<file path="config.mk">
export PLATFORM = sky130hd
export DESIGN_NAME = dcache_ctrl
export DESIGN_NICKNAME = d
export VERILOG_FILES = /design/src/rtl/dcache_ctrl.sv
export SDC_FILE = /design/constraint.sdc
export NUM_CORES = 1
export LEC_CHECK = 0
export ABC_AREA = 1
export CORE_MARGIN = 2
export CORE_UTILIZATION = 38
export DETAILED_ROUTE_END_ITERATION = 8
export GPL_TIMING_DRIVEN = 0
export HOLD_SLACK_MARGIN = 0.03
export PLACE_DENSITY_LB_ADDON = 0.05
export SETUP_SLACK_MARGIN = 0.1
export SLEW_MARGIN = 20
export SYNTH_ARGS = -nofsm -noshare
export SYNTH_HDL_FRONTEND = slang
export SYNTH_SLANG_ARGS = --single-unit
</file>
<file path="constraint.sdc">
create_clock -name CLK -period 3 [get_ports CLK]
set_input_delay 0.6 -clock CLK [delete_from_list [all_inputs] [get_ports CLK]]
set_output_delay 0.6 -clock CLK [all_outputs]
set_load 0.05 [all_outputs]
</file>
<file path="src/rtl/dcache_ctrl.sv">
// ---------------------------------------------------------------------------
// dcache_ctrl
//
// Purpose:
//   Sequencing controller for the M-stage data cache (write-through,
//   no-write-allocate). The tag/data arrays live outside this block. This
//   block:
//     - turns the external tag-compare result into a miss decision,
//     - refills a whole line over the request/ack main-memory port,
//     - forwards stores to memory,
//     - drives the array write strobes.
//   It also produces cache_ready, which the hazard unit uses to stall F/D/E/M.
//
// Parameters:
//   LINE_WORDS  words per line (power of 2, >= 2)
//   ADDR_W      byte address width
//   DATA_W      word width
//
// Ports:
//   CLK, RESETn            rising-edge clock, asynchronous active-low reset
//   MemtoRegM, MemWriteM   M-stage load / store (store wins if both are set)
//   AddrM, WriteDataM      M-stage byte address and store data
//   tag_hit                external valid & tag match for AddrM
//   cache_ready            0 = stall the pipeline
//   mem_req, mem_we        memory request and write qualifier
//   mem_addr, mem_wdata    word-aligned request address and write data
//   mem_ack, mem_rdata     memory accept/complete and read data
//   refill_we, refill_word data-array refill strobe and word index
//   line_addr              latched line base (refill) or word address (store)
//   tag_we                 write tag and set valid for line_addr
//   store_we               update data array with the store data (store hit)
//
// Optional feature (macro DCACHE_PERF_CNT_EN):
//   Adds three saturating 32-bit counters:
//     perf_rd_miss  load misses
//     perf_rd_hit   zero-penalty load hits
//     perf_wr       stores
// ---------------------------------------------------------------------------
module dcache_ctrl #(
  parameter int LINE_WORDS = 4,
  parameter int ADDR_W     = 32,
  parameter int DATA_W     = 32,
  localparam int WORD_IDX_W = $clog2(LINE_WORDS)
) (
  input  logic                  CLK,
  input  logic                  RESETn,
  input  logic                  MemtoRegM,
  input  logic                  MemWriteM,
  input  logic [ADDR_W-1:0]     AddrM,
  input  logic [DATA_W-1:0]     WriteDataM,
  input  logic                  tag_hit,
  output logic                  cache_ready,
  output logic                  mem_req,
  output logic                  mem_we,
  output logic [ADDR_W-1:0]     mem_addr,
  output logic [DATA_W-1:0]     mem_wdata,
  input  logic                  mem_ack,
  input  logic [DATA_W-1:0]     mem_rdata,
  output logic                  refill_we,
  output logic [WORD_IDX_W-1:0] refill_word,
  output logic [ADDR_W-1:0]     line_addr,
  output logic                  tag_we,
  output logic                  store_we
`ifdef DCACHE_PERF_CNT_EN
  ,
  output logic [31:0]           perf_rd_miss,
  output logic [31:0]           perf_rd_hit,
  output logic [31:0]           perf_wr
`endif
);

  localparam logic [1:0] IDLE   = 2'd0;
  localparam logic [1:0] REFILL = 2'd1;
  localparam logic [1:0] WRITE  = 2'd2;
  localparam logic [1:0] DONE   = 2'd3;

  // Byte-offset bits within a line; these are cleared to form the line base.
  localparam int OFFSET_W = WORD_IDX_W + 2;
  localparam logic [ADDR_W-1:0] LINE_MASK = {ADDR_W{1'b1}} << OFFSET_W;
  localparam logic [WORD_IDX_W-1:0] LAST_WORD = WORD_IDX_W'(LINE_WORDS - 1);

  logic [1:0]            state;
  logic [WORD_IDX_W-1:0] cnt;
  logic [DATA_W-1:0]     wdata_q;

  logic is_store;
  logic is_load_hit;
  logic is_load_miss;
  logic last_word;

  // Refill data goes straight from memory into the external data array, so
  // the controller never looks at it.
  logic unused_rdata;
  assign unused_rdata = ^mem_rdata;

  // A store always takes priority over a simultaneous load.
  assign is_store     = MemWriteM;
  assign is_load_hit  = MemtoRegM & ~MemWriteM &  tag_hit;
  assign is_load_miss = MemtoRegM & ~MemWriteM & ~tag_hit;
  assign last_word    = (cnt == LAST_WORD);

  // Sequencing state. A reset abandons any refill in progress; because the
  // tag is only written with the last word, the line stays invalid.
  always_ff @(posedge CLK or negedge RESETn) begin
    if (!RESETn) begin
      state     <= IDLE;
      cnt       <= '0;
      line_addr <= '0;
      wdata_q   <= '0;
    end else begin
      case (state)
        IDLE: begin
          if (is_store) begin
            line_addr <= {AddrM[ADDR_W-1:2], 2'b00};
            wdata_q   <= WriteDataM;
            state     <= WRITE;
          end else if (is_load_miss) begin
            line_addr <= AddrM & LINE_MASK;
            cnt       <= '0;
            state     <= REFILL;
          end
        end
        REFILL: begin
          if (mem_ack) begin
            // Power-of-2 line length makes the increment wrap to 0 on the
            // last word.
            cnt <= cnt + WORD_IDX_W'(1);
            if (last_word) begin
              state <= DONE;
            end
          end
        end
        WRITE: begin
          if (mem_ack) begin
            state <= DONE;
          end
        end
        default: begin
          state <= IDLE;
        end
      endcase
    end
  end

  // Output decode. The stall in IDLE is combinational, so a miss stalls the
  // pipeline in the very cycle it is detected; DONE releases the stall for
  // the one cycle in which the M instruction retires.
  always_comb begin
    cache_ready = 1'b0;
    mem_req     = 1'b0;
    mem_we      = 1'b0;
    mem_addr    = line_addr;
    refill_we   = 1'b0;
    tag_we      = 1'b0;
    store_we    = 1'b0;
    case (state)
      IDLE: begin
        cache_ready = ~(is_store | is_load_miss);
      end
      REFILL: begin
        mem_req   = 1'b1;
        mem_addr  = line_addr + ADDR_W'({cnt, 2'b00});
        refill_we = mem_ack;
        tag_we    = mem_ack & last_word;
      end
      WRITE: begin
        mem_req  = 1'b1;
        mem_we   = 1'b1;
        store_we = mem_ack & tag_hit;
      end
      default: begin
        cache_ready = 1'b1;
      end
    endcase
  end

  assign mem_wdata   = wdata_q;
  assign refill_word = cnt;

`ifdef DCACHE_PERF_CNT_EN
  // Event counters; each one holds at all-ones instead of wrapping.
  always_ff @(posedge CLK or negedge RESETn) begin
    if (!RESETn) begin
      perf_rd_miss <= '0;
      perf_rd_hit  <= '0;
      perf_wr      <= '0;
    end else if (state == IDLE) begin
      if (is_store) begin
        if (perf_wr != '1) perf_wr <= perf_wr + 32'd1;
      end else if (is_load_miss) begin
        if (perf_rd_miss != '1) perf_rd_miss <= perf_rd_miss + 32'd1;
      end else if (is_load_hit) begin
        if (perf_rd_hit != '1) perf_rd_hit <= perf_rd_hit + 32'd1;
      end
    end
  end
`else
  logic unused_hit;
  assign unused_hit = is_load_hit;
`endif

endmodule

</file>
==> impl_metrics.prom, run 1 <==
# TYPE chip_impl_metric gauge
chip_impl_metric{name="fraction_of_registers_with_async_set_or_reset_after_synthesis",unit=""} 1.00
chip_impl_metric{name="max_cap_viol_count",unit=""} 0
chip_impl_metric{name="first_pass_iters",unit=""} 4
chip_impl_metric{name="critical_path.n_buffers_inverters",unit=""} 3
chip_impl_metric{name="drt-wirelength-per-cell",unit="µm"} 13.9
chip_impl_metric{name="detail_route.wirelength",unit="µm"} 10500
chip_impl_metric{name="clock_latency",unit="ns"} 0.34
chip_impl_metric{name="max-slew-margin-rel",unit=""} 0.631
chip_impl_metric{name="cts_htree_levels",unit=""} 3
chip_impl_metric{name="start_util",unit=""} 0.388
chip_impl_metric{name="detailedPlacementHpwl",unit="µm"} 7790
chip_impl_metric{name="worst-endpoint-required",unit="ns"} 2.40
chip_impl_metric{name="final_cell_area",unit="mm²"} 0.00579
chip_impl_metric{name="synth.yosys.seq_area_share",unit=""} 0.467
chip_impl_metric{name="routed_vias",unit=""} 3494
chip_impl_metric{name="die_area",unit="mm²"} 0.0101
chip_impl_info{name="timing.critical_path.max_delay_family",value="simple AND/OR/NAND/NOR gates"} 1
chip_impl_metric{name="final_nets",unit=""} 746
chip_impl_info{name="synthDominantAreaCellType",value="sky130_fd_sc_hd__dfrtp_1"} 1
chip_impl_metric{name="io-pin-count",unit=""} 206
chip_impl_metric{name="synth_area",unit="mm²"} 0.00353
chip_impl_metric{name="cts_made_buffers",unit=""} 9
chip_impl_metric{name="synth.avg_cell_area",unit="µm²"} 7.89
chip_impl_metric{name="timing.critical_path.slowest_cell_delay",unit="ns"} 0.40
chip_impl_info{name="dominantRegCellSynth",value="sky130_fd_sc_hd__dfrtp_1"} 1
chip_impl_metric{name="vias_per_cell",unit=""} 4.65
chip_impl_metric{name="multiInputGateArea",unit="mm²"} 0.00178
chip_impl_metric{name="final-setup-viol-count",unit=""} 0
chip_impl_metric{name="leakagePower",unit="nW"} 2.74
chip_impl_metric{name="drv_slew",unit=""} 0
chip_impl_metric{name="critical_path.max_fanout",unit=""} 4
chip_impl_info{name="post_synth_most_frequent_cells",value="sky130_fd_sc_hd__nand2_1, sky130_fd_sc_hd__dfrtp_1, sky130_fd_sc_hd__inv_1"} 1
chip_impl_metric{name="gr-usage-met3",unit=""} 0.0585
chip_impl_metric{name="antenna_found_initial",unit=""} 0
chip_impl_metric{name="synthesis.yosys.warnings",unit=""} 0
chip_impl_metric{name="worst-slew-pin-transition",unit="ns"} 0.551
chip_impl_metric{name="number_of_enable_flip_flop_cells_after_synthesis",unit=""} 0
chip_impl_metric{name="areaGrowthSynthToFinish",unit="%"} 64.0
chip_impl_metric{name="grt.overflow.total",unit=""} 0
chip_impl_info{name="cp_cell_sequence",value="ha_4 -> inv_2 -> fa_2 -> inv_2 -> nand3_4 -> nor2_4 -> nand2_2 -> nor2_4 -> nand3_1 -> nand2_1 -> nand2_1 -> buf_6"} 1
chip_impl_info{name="synth_area_leaders",value="sky130_fd_sc_hd__dfrtp_1, sky130_fd_sc_hd__nand2_1, sky130_fd_sc_hd__inv_1"} 1
chip_impl_metric{name="whs",unit="ns"} 0.124
chip_impl_metric{name="drt_iter0_markers",unit=""} 86
chip_impl_metric{name="cts-root-to-sink-buffers",unit=""} 2
chip_impl_metric{name="crit_path_time_final",unit="ns"} 2.93
chip_impl_info{name="hold_class",value="in2async"} 1
chip_impl_metric{name="filler_cell_count_in_the_final_layout",unit=""} 804
chip_impl_info{name="synthMostInstantiatedCell",value="sky130_fd_sc_hd__nand2_1"} 1
chip_impl_info{name="globalRoute.busiestLayer",value="met2"} 1
chip_impl_metric{name="worst_ir_drop_vdd",unit="V"} 0.000608
chip_impl_metric{name="numPortBuffers",unit=""} 167
chip_impl_metric{name="clk_transition_reported_paths",unit="ns"} 0.08
chip_impl_metric{name="synthDominantCellAreaShare",unit=""} 0.467
chip_impl_metric{name="ant_nets",unit=""} 0
chip_impl_info{name="worst_setup_path_start_kind",value="flop"} 1
chip_impl_metric{name="post_synth_num_cell_types",unit=""} 26
chip_impl_metric{name="first_global_vias",unit=""} 3382
chip_impl_info{name="run_status",value="finished clean"} 1
chip_impl_info{name="timing.critical_path.to_type",value="primary output"} 1
chip_impl_metric{name="floorplan.rows",unit=""} 35
chip_impl_metric{name="synth_seq_cells",unit=""} 66
chip_impl_info{name="rsz0062_at_grt",value="yes"} 1
chip_impl_metric{name="final_min_period_over_clock_period",unit=""} 0.976
chip_impl_metric{name="pin_count_of_the_biggest_net_entering_global_routing",unit=""} 50
chip_impl_metric{name="core-area",unit="mm²"} 0.00911
chip_impl_metric{name="grt_use_total",unit=""} 0.206
chip_impl_metric{name="die-width",unit="µm"} 100
chip_impl_metric{name="met2_grt_util",unit=""} 0.343
chip_impl_info{name="clockRootBuffer",value="sky130_fd_sc_hd__clkbuf_8"} 1
chip_impl_metric{name="count_of_clock_tree_sinks",unit=""} 66
chip_impl_metric{name="globalplace.congestion",unit=""} 0.842
chip_impl_info{name="worst_path_max_delay_cell",value="sky130_fd_sc_hd__dfrtp_2"} 1
chip_impl_info{name="critPathKind",value="reg2out"} 1
chip_impl_metric{name="first_pass_grt_wire_length",unit="µm"} 16200
chip_impl_metric{name="hold_viol",unit=""} 0
chip_impl_metric{name="sequential_cell_area_in_the_final_layout",unit="mm²"} 0.00166
chip_impl_metric{name="timing.setup.tns",unit="ns"} 0
chip_impl_metric{name="post_route_skew",unit="ns"} 0.00768
chip_impl_metric{name="syn-instance-count",unit=""} 448
chip_impl_metric{name="power.density",unit="mW/mm²"} 1330
chip_impl_metric{name="max_freq",unit="MHz"} 341
chip_impl_metric{name="placement.cell_area",unit="mm²"} 0.00546
chip_impl_metric{name="insertedDiodeCount",unit=""} 0
chip_impl_metric{name="layout-drive-gt1-share",unit=""} 0.179
chip_impl_metric{name="worst_ep_arrival_time",unit="ns"} 2.33
chip_impl_info{name="cts_tree",value="done"} 1
chip_impl_metric{name="floorplan.die.height",unit="µm"} 100
chip_impl_metric{name="drcViolationCount",unit=""} 0
chip_impl_metric{name="groute.layer.met1.usage",unit=""} 0.252
==> final timing paths <==
check                                from       endpoint  slack (ns)  depth (start not counted)
max reg2reg                      state[0]  line_addr[10]        1.05                          6
min                                RESETn   line_addr[7]        0.12                          1
min reg2reg                 mem_wdata[23]  mem_wdata[23]        0.48                          2
min in group CLK            mem_wdata[23]  mem_wdata[23]        0.48                          2
max                        refill_word[0]   mem_addr[28]        0.07                         12
max in group asynchronous          RESETn  line_addr[17]        2.33                          2
==> cells in the final DEF (no fill, tap or decap), drive strengths merged, types with 7 or more instances in the layout <==
cell / netlist / final
nand2: 176 / 176
mux2: 8 / 8
clkdlybuf4s50: 0 / 136
nor2: 31 / 31
nor3: 7 / 7
nand3: 22 / 22
buf: 10 / 38
o21ai: 33 / 33
clkbuf: 5 / 18
dfrtp: 66 / 66
ha: 7 / 7
xor2: 18 / 18
inv: 54 / 54
==> what timing repair did <==
item | CTS | global route
buffers inserted | 3 | 3
endpoints found under the setup margin | 30 | 23
pin swaps | 8 | 7
gates resized for setup | 155 | 27
hold buffers | 0 | 0
==> through the flow <==
stage	cells	setup slack (ns)	total power, mW	utilization
2_1_floorplan	451	0.00555	5.10	-
3_3_place_gp	729	-1.29	6.81	0.597
3_5_place_dp	730	-0.393	6.88	0.599
4_1_cts	749	-0.00188	7.73	0.631
5_1_grt	752	-0.0155	8.14	0.636
6_report	752	0.0709	7.73	0.636
==> where the power goes <==
| group | internal [mW] | leakage, nW | switching, mW |
|---|---|---|---|
| combinational | 1.59 | 1.82 | 3.53 |
| sequential | 1.32 | 0.811 | 0.426 |
| clock | 0.492 | 0.112 | 0.371 |
==> worst register-to-register path, stage by stage (launching register included) <==
cell and delay (ns):
sky130_fd_sc_hd__dfrtp_1 0.43, sky130_fd_sc_hd__inv_1 0.13, sky130_fd_sc_hd__ha_1 0.25, sky130_fd_sc_hd__nand2_1 0.22, sky130_fd_sc_hd__nand2_1 0.19, sky130_fd_sc_hd__clkbuf_1 0.42
sky130_fd_sc_hd__o21ai_0 0.16
==> kinds of logic (layout without fill, tap and decap cells) <==
group | after synthesis | in the layout | synth area share
AND/OR/NAND/NOR | 242 | 242 | 0.296
buffers and inverters | 70 | 260 | 0.0814
flip-flops | 66 | 66 | 0.467
AO/OA/AOI/OAI | 35 | 35 | 0.0531
XOR/XNOR | 18 | 18 | 0.0446
adder cells (fa/ha/maj) | 8 | 8 | 0.0305
multiplexers | 8 | 8 | 0.0255
other | 1 | 4 | 0.00106
==> final cells by class <==
class,instances,share of cell area
buffer,15,0.0140
clock buffer,10,0.0238
clock inverter,6,0.0155
inverter,55,0.0356
multi-input combinational,315,0.307
sequential,66,0.286
tap,111,0.0240
timing repair buffer,174,0.295
==> layer usage <==
layer | share of wire | up-vias | wire, µm
li1 | - | 1744 | -
met1 | 0.42 | 1610 | 4380
met2 | 0.48 | 126 | 5070
met3 | 0.078 | 14 | 820
met4 | 0.019 | 0 | 204
met5 | 0 | - | 0
==> flip-flops by register name (all words and copies together), names as in the netlist <==
register     cells
refill_word      2
line_addr       30
state            2
mem_wdata       32
No activity file was read; power rests on OpenSTA's default activity.
==> run 2: changes to the inputs <==
--- a/config.mk
+++ b/config.mk
@@ -6,7 +6,7 @@
 export NUM_CORES = 1
 export LEC_CHECK = 0
 export ABC_AREA = 1
-export CORE_MARGIN = 2
+export CORE_MARGIN = 1.5
 export CORE_UTILIZATION = 38
 export DETAILED_ROUTE_END_ITERATION = 8
 export GPL_TIMING_DRIVEN = 0
==> impl_metrics.prom, run 2 (synthesis results as in run 1) <==
# TYPE chip_impl_metric gauge
chip_impl_metric{name="final_core_util",unit=""} 0.631
chip_impl_metric{name="io-pin-count",unit=""} 206
chip_impl_metric{name="globalplace.congestion",unit=""} 0.830
chip_impl_metric{name="layout-drive-gt1-share",unit=""} 0.173
chip_impl_info{name="hold_class",value="in2async"} 1
chip_impl_metric{name="die_area",unit="mm²"} 0.00989
chip_impl_metric{name="setup_ws",unit="ns"} 0.0886
chip_impl_metric{name="layoutNonFillerInstCount",unit=""} 754
chip_impl_metric{name="drt-wirelength-per-cell",unit="µm"} 13.3
chip_impl_metric{name="timing.critical_path.slowest_cell_delay",unit="ns"} 0.39
chip_impl_info{name="timing.critical_path.to_type",value="primary output"} 1
chip_impl_metric{name="clock_latency",unit="ns"} 0.34
chip_impl_info{name="critPathKind",value="reg2out"} 1
chip_impl_metric{name="dp.cells",unit=""} 730
chip_impl_metric{name="cts-root-to-sink-buffers",unit=""} 2
chip_impl_metric{name="final-setup-viol-count",unit=""} 0
chip_impl_metric{name="leakagePower",unit="nW"} 2.75
chip_impl_metric{name="routed_vias",unit=""} 3538
chip_impl_metric{name="worst-endpoint-required",unit="ns"} 2.40
chip_impl_metric{name="drv_slew",unit=""} 0
chip_impl_metric{name="numPortBuffers",unit=""} 167
chip_impl_info{name="cts_tree",value="done"} 1
chip_impl_metric{name="drcViolationCount",unit=""} 0
chip_impl_metric{name="pin_count_of_the_biggest_net_entering_global_routing",unit=""} 35
chip_impl_info{name="layout_common_cells",value="sky130_fd_sc_hd__nand2_1, sky130_fd_sc_hd__clkdlybuf4s50_1, sky130_fd_sc_hd__dfrtp_1"} 1
chip_impl_metric{name="worst_ep_arrival_time",unit="ns"} 2.31
chip_impl_metric{name="largest_reg_flops",unit=""} 32
chip_impl_metric{name="insertedDiodeCount",unit=""} 0
chip_impl_metric{name="antenna_found_initial",unit=""} 0
chip_impl_metric{name="timing.setup.tns",unit="ns"} 0
chip_impl_metric{name="grt_use_total",unit=""} 0.207
chip_impl_metric{name="final_nets",unit=""} 748
chip_impl_info{name="worst_setup_path_start_kind",value="flop"} 1
chip_impl_metric{name="power.density",unit="mW/mm²"} 1330
chip_impl_metric{name="detail_route.wirelength",unit="µm"} 10000
chip_impl_metric{name="worst_ir_drop_vdd",unit="V"} 0.000624
chip_impl_metric{name="place_ws",unit="ns"} -0.366
chip_impl_info{name="clockRootBuffer",value="sky130_fd_sc_hd__clkbuf_8"} 1
chip_impl_metric{name="floorplan.die.height",unit="µm"} 99.4
chip_impl_metric{name="worst-slew-pin-transition",unit="ns"} 0.538
chip_impl_metric{name="drt_iter0_markers",unit=""} 158
chip_impl_metric{name="clk_transition_reported_paths",unit="ns"} 0.08
chip_impl_metric{name="floorplan.rows",unit=""} 35
chip_impl_metric{name="first_pass_iters",unit=""} 4
chip_impl_metric{name="whs",unit="ns"} 0.191
chip_impl_metric{name="core-area",unit="mm²"} 0.00911
chip_impl_metric{name="placement.cell_area",unit="mm²"} 0.00545
chip_impl_metric{name="vias_per_cell",unit=""} 4.69
chip_impl_metric{name="start_util",unit=""} 0.388
chip_impl_metric{name="post-layout-total-power",unit="mW"} 7.66
chip_impl_metric{name="post_cts_hold_buffer_count",unit=""} 0
chip_impl_metric{name="die-width",unit="µm"} 99.4
chip_impl_metric{name="first_global_vias",unit=""} 3419
chip_impl_metric{name="grt.overflow.total",unit=""} 0
chip_impl_metric{name="max_freq",unit="MHz"} 343
chip_impl_metric{name="post_route_skew",unit="ns"} 0.00884
chip_impl_metric{name="detailedPlacementHpwl",unit="µm"} 7550
chip_impl_info{name="final_common_cell",value="sky130_fd_sc_hd__nand2_1"} 1
chip_impl_metric{name="areaGrowthSynthToFinish",unit="%"} 62.8
chip_impl_metric{name="cts_made_buffers",unit=""} 9
chip_impl_metric{name="final_min_period_over_clock_period",unit=""} 0.970
chip_impl_metric{name="ant_nets",unit=""} 0
chip_impl_metric{name="critical_path.max_fanout",unit=""} 4
chip_impl_info{name="run_status",value="finished clean"} 1
chip_impl_info{name="cp_cell_sequence",value="ha_4 -> inv_2 -> fa_2 -> inv_2 -> nand3_4 -> nor2_4 -> nand2_2 -> nor2_4 -> nand3_1 -> nand2_1 -> nand2_1 -> buf_6"} 1
chip_impl_metric{name="count_of_clock_tree_sinks",unit=""} 66
chip_impl_metric{name="max-slew-margin-rel",unit=""} 0.640
chip_impl_metric{name="first_pass_grt_wire_length",unit="µm"} 16200
chip_impl_metric{name="final_cell_area",unit="mm²"} 0.00575
chip_impl_metric{name="hold_viol",unit=""} 0
chip_impl_metric{name="crit_path_time_final",unit="ns"} 2.91
chip_impl_metric{name="cts_htree_levels",unit=""} 3
chip_impl_info{name="worst_path_max_delay_cell",value="sky130_fd_sc_hd__dfrtp_2"} 1
chip_impl_metric{name="max_cap_viol_count",unit=""} 0
chip_impl_info{name="rsz0062_at_grt",value="yes"} 1
run 2: changes by cell type in the layout (fill, tap and decap cells not counted), moves of 2 or more:
cell	delta
sky130_fd_sc_hd__buf_8	-2
sky130_fd_sc_hd__clkbuf_4	-2
sky130_fd_sc_hd__nand2_1	+2
sky130_fd_sc_hd__clkdlybuf4s15_2	-2
sky130_fd_sc_hd__nand2_2	-2
sky130_fd_sc_hd__buf_4	+4
sky130_fd_sc_hd__clkbuf_2	+2
run 2: area by class of cell:
type	instances	area (µm²)
Clock inverter	7	103
Inverter	55	206
Tap cell	111	139
Sequential cell	66	1660
Fill cell	842	3360
Timing Repair Buffer	176	1690
Multi-Input combinational cell	315	1760
Clock buffer	9	124
Buffer	15	81.3
run 2: repair_timing:
action	in CTS	in global routing
hold endpoints to repair	0	0
resized for setup	143	22
buffers inserted	3	5
setup endpoints to repair	30	23
pin swaps	5	3
run 2: critical path, delay by kind of cell (launching register included):
| kind | cells | cell delay (ns) |
|---|---|---|
| adder cells (fa/ha/maj) | 2 | 0.49 |
| buffers and inverters | 3 | 0.27 |
| flip-flops | 1 | 0.39 |
| AND/OR/NAND/NOR | 7 | 0.82 |
run 2: report_power, final:
group          leakage (nW)  switching [mW]  internal [mW]
Clock                 0.110           0.378          0.475
Sequential            0.811           0.422           1.32
Combinational          1.82            3.50           1.57
run 2: path summary, 6_finish.rpt:
path                            cells after the start           start  slack, ns             to
worst max-delay path                               12  refill_word[0]       0.09   mem_addr[30]
worst min-delay path                                1          RESETn       0.19   line_addr[7]
worst max register to register                      6        state[1]       1.03  line_addr[26]
worst min register to register                      2   mem_wdata[31]       0.48  mem_wdata[31]
max in group asynchronous                           2          RESETn       2.27  line_addr[23]
min in group CLK                                    2   mem_wdata[31]       0.48  mem_wdata[31]
run 2: metal layers:
layer	vias up	track usage	part of all wire
met4	0	0.0639	0.011
li1	1746	-	-
met3	10	0.0520	0.069
met2	122	0.355	0.48
met5	-	0	0
met1	1660	0.257	0.44
